`config.mk`:
```
export PLATFORM = sky130hd
export DESIGN_NAME = team_09_wb_master
export DESIGN_NICKNAME = d
export VERILOG_FILES = /design/src/rtl/team_09_wb_master_pkg.sv /design/src/rtl/team_09_wb_master.sv
export SDC_FILE = /design/constraint.sdc
export NUM_CORES = 1
export LEC_CHECK = 0
export ABC_AREA = 1
export BUFFER_PORTS_ARGS = -buffer_cell sky130_fd_sc_hd__buf_4
export CORE_UTILIZATION = 30
export DETAILED_ROUTE_END_ITERATION = 10
export PLACE_DENSITY = 0.63
export SLEW_MARGIN = 40
export SYNTH_ARGS = -nofsm -noshare
export SYNTH_HDL_FRONTEND = slang
export SYNTH_SLANG_ARGS = --single-unit
```
`constraint.sdc`:
```
create_clock -name clk_i -period 2.2 [get_ports clk_i]
set_clock_uncertainty 0.2 [all_clocks]
set_input_delay 0.33 -clock clk_i [delete_from_list [all_inputs] [get_ports clk_i]]
set_output_delay 0.33 -clock clk_i [all_outputs]
set_load 0.03 [all_outputs]
```
`src/rtl/team_09_wb_master_pkg.sv`:
```
// Shared types for the team_09 wishbone master: FSM states, request record, default timeout.
// Latency: n/a (types and constants only).
// Backpressure: n/a.
package team_09_wb_master_pkg;

  // Default number of strobe cycles to wait for ACK_I before aborting.
  localparam int unsigned TIMEOUT_DEF = 255;

  typedef enum logic [1:0] {
    IDLE = 2'd0,
    BUSY = 2'd1,
    RESP = 2'd2
  } state_t;

  // Request captured at accept time and replayed onto the bus for the whole cycle.
  typedef struct packed {
    logic        we;
    logic [31:0] adr;
    logic [31:0] wdat;
    logic [3:0]  sel;
  } req_t;

endpackage

```
`src/rtl/team_09_wb_master.sv`:
```
// Wishbone classic single-transfer master: one request in, one bus cycle, one response pulse out.
// Latency: 3 cycles per transfer with a zero-wait slave; TIMEOUT strobe cycles plus 2 on abort.
// Backpressure: req_ready is high only in IDLE; requests offered in other states wait, responses are not stalled.
module team_09_wb_master
  import team_09_wb_master_pkg::*;
#(
  parameter int unsigned TIMEOUT = TIMEOUT_DEF,
  parameter int unsigned TW      = 16
) (
  input  logic        clk_i,
  input  logic        nrst,
  input  logic        req_valid,
  output logic        req_ready,
  input  logic        req_we,
  input  logic [31:0] req_adr,
  input  logic [31:0] req_wdat,
  input  logic [3:0]  req_sel,
  output logic        rsp_valid,
  output logic [31:0] rsp_rdata,
  output logic        rsp_err,
  output logic [31:0] ADR_O,
  output logic [31:0] DAT_O,
  output logic [3:0]  SEL_O,
  output logic        WE_O,
  output logic        STB_O,
  output logic        CYC_O,
  input  logic [31:0] DAT_I,
  input  logic        ACK_I
);

  // Counter value seen in the last strobe cycle before the transfer is abandoned.
  localparam logic [TW-1:0] TMO_LAST = TW'(TIMEOUT - 1);

  state_t        state;
  state_t        state_nxt;
  req_t          req_q;
  logic [TW-1:0] tmo_cnt;
  logic [31:0]   rdata_q;
  logic          err_q;
  logic          busy;
  logic          tmo_hit;

  assign busy    = (state == BUSY);
  assign tmo_hit = (tmo_cnt == TMO_LAST);

  // State register; reset drops any in-flight transfer without a response.
  always_ff @(posedge clk_i) begin
    if (!nrst) begin
      state <= IDLE;
    end else begin
      state <= state_nxt;
    end
  end

  // Next-state decode; an ACK in the timeout cycle takes priority over the abort.
  always_comb begin
    state_nxt = state;
    case (state)
      IDLE:    if (req_valid) state_nxt = BUSY;
      BUSY:    if (ACK_I || tmo_hit) state_nxt = RESP;
      RESP:    state_nxt = IDLE;
      default: state_nxt = IDLE;
    endcase
  end

  // Request capture, timeout counting and response data/error loading.
  always_ff @(posedge clk_i) begin
    if (!nrst) begin
      req_q   <= '0;
      tmo_cnt <= '0;
      rdata_q <= '0;
      err_q   <= 1'b0;
    end else begin
      case (state)
        IDLE: begin
          if (req_valid) begin
            req_q.we   <= req_we;
            req_q.adr  <= req_adr;
            req_q.wdat <= req_we ? req_wdat : 32'h0;
            req_q.sel  <= req_sel;
            tmo_cnt    <= '0;
          end
        end
        BUSY: begin
          if (ACK_I) begin
            rdata_q <= req_q.we ? 32'h0 : DAT_I;
            err_q   <= 1'b0;
          end else if (tmo_hit) begin
            rdata_q <= 32'h0;
            err_q   <= 1'b1;
          end else begin
            tmo_cnt <= tmo_cnt + 1'b1;
          end
        end
        default: ;
      endcase
    end
  end

  // Outputs come only from registered state/data; the bus is driven to zero outside BUSY.
  assign req_ready = (state == IDLE);
  assign rsp_valid = (state == RESP);
  assign rsp_rdata = rdata_q;
  assign rsp_err   = err_q;
  assign CYC_O     = busy;
  assign STB_O     = busy;
  assign WE_O      = busy & req_q.we;
  assign ADR_O     = busy ? req_q.adr  : 32'h0;
  assign DAT_O     = busy ? req_q.wdat : 32'h0;
  assign SEL_O     = busy ? req_q.sel  : 4'h0;

endmodule

```
==> impl_metrics.toml, run 1 <==
[layout]
register_area_mm2 = 0.00240
fin_nets = 1184
n_antenna_cell = 0
fillers = 1924
multiInputGateArea_mm2 = 0.00265
drive_gt1_share_pct = 30.7
fin_area_mm2 = 0.00858
synthToLayoutAreaGrowth_pct = 46.9

[sta]
rsz0062_at_grt = "no"
final.setup.tns_ns = 0
post-route-min-period_ns = 2.12
hold_viol_final = 0
fin_crit_sh_pct = 96.5
tightestPinTransition_ns = 0.462
timing.fmax_mhz = 471
maxSlewHeadroom_pct = 69.2
slew_viol_final = 0
whs_ns = 0.0181
setup_violations = 0

[global_routing]
use_met2_pct = 26.9
use_met1_pct = 20.1
use_met3_pct = 4.86
grt_max_degree = 92
grt_pass1_wl_um = 26200
overflow = 0
antenna_found_initial = 0
grt-busiest-layer = "met2"
track_usage_pct = 16.1
first_global_vias = 5441

[min_path]
min_path_cells = 3
hp-class = "input pin to register"

[detailed_routing]
drt.antenna.violating_nets = 0
vias = 5882
drt_iter0_markers = 311
routed_wirelength_um = 16200
vias_per_cell = 4.37
dr.pass1.iters = 4
drt-wirelength-per-cell_um = 12.0
drc_errors = 0

[floorplan]
dieArea_mm2 = 0.0200
dieHeight_um = 142
coreArea_mm2 = 0.0189
initial_core_util_pct = 30.9
placementRows = 50
fp.dieW_um = 142
ioPinCount = 211

[clock_tree]
h-tree-depth = 4
postCtsResizedCells = 0
post_cts_buffers = 0
path_clk_slew_ns = 0.05
cts.sinks = 120
cts_tree = "built"
clock-root-buffer = "clkbuf_16"
cts_buffers = 17
clock_latency_ns = 0.41
cts_max_path_buffers = 2

[setup_path]
crit_path_end = "DAT_O[3]"
critPathMaxFanout = 57
rr_startpoint = "tmo_cnt[0]"
worstPathCellList = "nand2_2, buf_12, nor2_1, buf_4"
rr_endpoint = "tmo_cnt[12]"
slowest_delay_ns = 0.43
startpoint = "state[0]"
ff2ff_path_depth = 10
regToRegSetupSlack_ns = 0.35
worstSetupEndpointType = "output port"
start_kind = "register"
critical_path_class = "register to output port"
slowest_stage = "dfxtp_1"
crit_required_ns = 1.67
worst_ep_arrival_time_ns = 1.59

[synth]
synth_common_cells = "nor2_1, nand2_1, inv_1"
synth_top_cell_by_area = "dfxtp_1"
synth_area_leaders = "dfxtp_1, nor2_1, nand2_1"
yosysMostFrequentCell = "nor2_1"
syn_nets = 955
synth_seq_cells = 120
syn_area_mm2 = 0.00584
ys_types = 28
synth_edf_count = 0
syn_inst = 848
synth_top_area_share_pct = 41.1
synth_ff_type = "dfxtp_1"
yosysWarningCount = 0
ys_seq_area_share_pct = 41.1
async_reset_ff_share_pct = 0
avgSynthCellArea_um2 = 6.89

[placement]
hpwlAfterDp_um = 10500
io_buffers = 210
placed_cell_area_mm2 = 0.00759
gp_congestion = 0.801

[pwr]
p_seq_share_pct = 40.1
power-per-cell-area_mw_per_mm2 = 682
p_int_mw = 4.30
leakagePower_nw = 3.76
ir_worst_vdd_mv = 0.515
power_switching_mw = 1.55
clockPowerShare_pct = 43.9
sw_frac_of_total_pct = 26.5
pwr-share-comb_pct = 16.1

[outcome]
status = "completed"

[flow_run]
maxCapViolCount = 0
-- metal layers --
metal / part of all wire (%) / routed length [um]
met1: 46 / 7370
met2: 48 / 7700
met3: 6.0 / 968
met4: 0.75 / 121
met5: 0 / 0
-- stage by stage --
stage | utilization, % | power (mW) | instances | setup WS [ns]
floorplan | - | 2.94 | 848 | 0.366
global placement | 40.2 | 3.27 | 1273 | 0.384
detailed placement | 40.2 | 3.27 | 1273 | 0.372
CTS | 45.4 | 5.96 | 1347 | 0.0586
global route | 45.4 | 6.14 | 1347 | 0.00827
finish | 45.4 | 5.86 | 1347 | 0.0779
-- power groups by stage --
stage,clock network [mW],registers (mW),logic [mW]
after floorplan,0,2.40,0.540
after CTS,2.66,2.35,0.951
after detailed placement,0,2.39,0.881
after global placement,0,2.39,0.879
final,2.57,2.35,0.942
after global routing,2.75,2.36,1.04
-- logic make-up after synthesis --
| family | synth area share (%) |
|---|---|
| XOR/XNOR | 0.450 |
| flip-flops | 41.1 |
| AO/OA/AOI/OAI | 14.8 |
| AND/OR/NAND/NOR | 29.5 |
| buffers and inverters | 13.7 |
| adder cells (fa/ha/maj) | 0.428 |
-- how the worst min path moves through the flow --
stage / start / endpoint / slack, ns
finish: req_adr[13] / req_q[49] / 0.02
global route: req_sel[3] / req_q[3] / 0.02
CTS: req_adr[24] / req_q[60] / 0.002
detailed placement: req_q[0] / req_q[0] / 0.25
global placement: req_q[41] / req_q[41] / 0.24
floorplan: req_q[2] / req_q[2] / 0.23
-- cell type report --
class	count	area share (%)
multi-input cells	541	30.8
clock inverters	7	0.845
well taps	260	3.79
flip-flops and latches	120	28.0
repair buffers	265	25.2
inverters	132	5.80
clock buffers	22	5.52
-- cell usage in the layout, fill, tap and decap left out, types with 29 or more instances in the layout --
master         Yosys  routed
buf_4              2     215
a21oi_2           29      29
a21oi_1           80      80
dfxtp_1          120     120
nor2_1           143     143
inv_1            126     125
o21ai_0           38      38
nand3_1           57      57
nand2_2           36      36
nand2_1          128     127
dlygate4sd3_1      0      45
-- what timing repair did --
action	in CTS	in global routing
hold buffers	45	0
endpoints found under the setup margin	0	0
endpoints found under the hold margin	45	0
-- flip-flops by register name, summed over array words and instances, names as in the netlist --
signal	count
req_q	69
rsp_rdata	32
tmo_cnt	16
state	2
rsp_err	1
-- worst max-delay path, delay by kind of cell (launching register included) --
| family | cells | cell delay [ns] |
|---|---|---|
| flops | 1 | 0.43 |
| simple gates | 2 | 0.33 |
| buf+inv | 2 | 0.39 |
Note: power is estimated with default switching activity, not from simulation.
==> inputs of run 2 (changes only) <==
- PLACE_DENSITY: 0.63 -> 0.65
==> impl_metrics.toml, run 2 (synthesis gave the netlist of run 1 again) <==
[detailed_routing]
drt.antenna.violating_nets = 0
routed_wirelength_um = 16700
vias_per_cell = 4.42
drc_errors = 0
drt_iter0_markers = 224
drt-wirelength-per-cell_um = 12.3
dr.pass1.iters = 4
vias = 6017

[pwr]
ir_worst_vdd_mv = 0.507
power_switching_mw = 1.68
p_int_mw = 4.84
leakagePower_nw = 3.87
clockPowerShare_pct = 49.3
power-per-cell-area_mw_per_mm2 = 738
p_seq_share_pct = 36.0
sw_frac_of_total_pct = 25.7
pwr-share-comb_pct = 14.7

[layout]
fillers = 1927
final_cell_mix = "buf_4, nor2_1, nand2_1"
fin_area_mm2 = 0.00882
n_antenna_cell = 0
largest_reg_flops = 69
regMostFlops = "req_q"
fin_nets = 1195
drive_gt1_share_pct = 30.7
synthToLayoutAreaGrowth_pct = 51.0
final_common_cell = "buf_4"

[setup_path]
worst_ep_arrival_time_ns = 1.56
crit_cells = 5
critical_path_class = "register to output port"
ff2ff_path_depth = 10
critPathMaxFanout = 58
worst-path-buf-inv = 3
crit_required_ns = 1.67
worstPathCellList = "inv_2, nand2_2, buf_12, nor2_1, buf_4"
slowest_stage = "dfxtp_1"
worstSetupEndpointType = "output port"
start_kind = "register"
slowest_delay_ns = 0.35
cp_top_family = "buffers and inverters"

[clock_tree]
h-tree-depth = 4
cts_tree = "built"
post_cts_buffers = 0
cts_max_path_buffers = 2
clock_latency_ns = 0.41
cts_buffers = 17
clock-root-buffer = "clkbuf_16"
cts.sinks = 120
path_clk_slew_ns = 0.06

[sta]
fin_crit_sh_pct = 95.2
slew_viol_final = 0
final.setup.tns_ns = 0
hold_viol_final = 0
post-route-min-period_ns = 2.09
setup_violations = 0
rsz0062_at_grt = "no"
maxSlewHeadroom_pct = 72.8
tightestPinTransition_ns = 0.409
timing.fmax_mhz = 477

[floorplan]
fp.dieW_um = 142
dieArea_mm2 = 0.0200
initial_core_util_pct = 30.9
coreArea_mm2 = 0.0189
dieHeight_um = 142
ioPinCount = 211
placementRows = 50

[placement]
gp_congestion = 0.787
hpwlAfterDp_um = 10800
io_buffers = 210
placed_cell_area_mm2 = 0.00759

[global_routing]
grt_pass1_wl_um = 27300
first_global_vias = 5737
track_usage_pct = 16.9
grt_max_degree = 66
overflow = 0
antenna_found_initial = 0

[outcome]
status = "completed"

[min_path]
min_path_cells = 3
hp-class = "input pin to register"

[flow_run]
maxCapViolCount = 0
==> run 2: cell count changes in the layout (fill, tap and decap cells not counted) <==
cell,before,now
inv_6,0,3
dfxtp_1,120,119
dfxtp_2,0,1
clkinv_2,2,0
dlygate4sd3_1,45,56
clkbuf_8,3,0
bufinv_16,1,6
clkinv_4,2,3
clkinvlp_4,2,1
==> run 2: final cells by class <==
type                       instances  area, um2  share of cell area, %
inverter                         132        498                   5.64
tap                              260        325                   3.69
clock buffer                      19        433                   4.91
clock inverter                    13        240                   2.72
sequential                       120       2400                   27.2
multi-input combinational        541       2650                   30.0
timing repair buffer             276       2270                   25.8
==> run 2: worst reg2reg max path, stage by stage, from the launching register on <==
cell and delay, ns:
dfxtp_1 0.38, inv_1 0.08, ha_1 0.22, nand2_1 0.08
nor2_2 0.04, nand2_2 0.08, nand3_4 0.18, nand2_4 0.23
inv_1 0.11, nor2_1 0.10, nor2_1 0.04
==> run 2: power by group through the flow <==
stage                     Clock [mW]  Sequential (mW)  Combinational, mW
after floorplan                    0             2.40              0.540
after global placement             0             2.39              0.875
after detailed placement           0             2.39              0.882
after CTS                       3.30             2.34              0.967
after global routing            3.40             2.36               1.06
final                           3.21             2.34              0.959
==> run 2: path summary, 6_finish.rpt <==
kind	end	startpoint	slack (ns)
max	SEL_O[1]	state[1]	0.11
min	req_q[48]	req_adr[12]	0.01
max reg2reg	tmo_cnt[11]	tmo_cnt[0]	0.35
min reg2reg	req_q[39]	req_q[39]	0.25
==> run 2: timing repair <==
action	in CTS	in global routing
hold buffers	56	0
setup endpoints to repair	0	3
resized for setup	0	1
endpoints found under the hold margin	56	0
==> run 2: layer usage <==
metal	part of all wire (%)	track usage, %	wire length (um)
met3	6.5	5.30	1080
met5	0	0	0
met2	48	28.5	8080
met1	44	20.3	7310
met4	1.2	5.21	203
==> run 2: through the flow <==
stage	hold slack, ns	util (%)	power, mW	instances	setup WS (ns)
2_1_floorplan	0.230	-	2.94	848	0.366
3_3_place_gp	0.239	40.2	3.26	1273	0.409
3_5_place_dp	0.244	40.2	3.27	1273	0.372
4_1_cts	0.00129	46.7	6.61	1361	0.0299
5_1_grt	0.0129	46.7	6.82	1361	0.00162
6_report	0.0119	46.7	6.51	1361	0.105
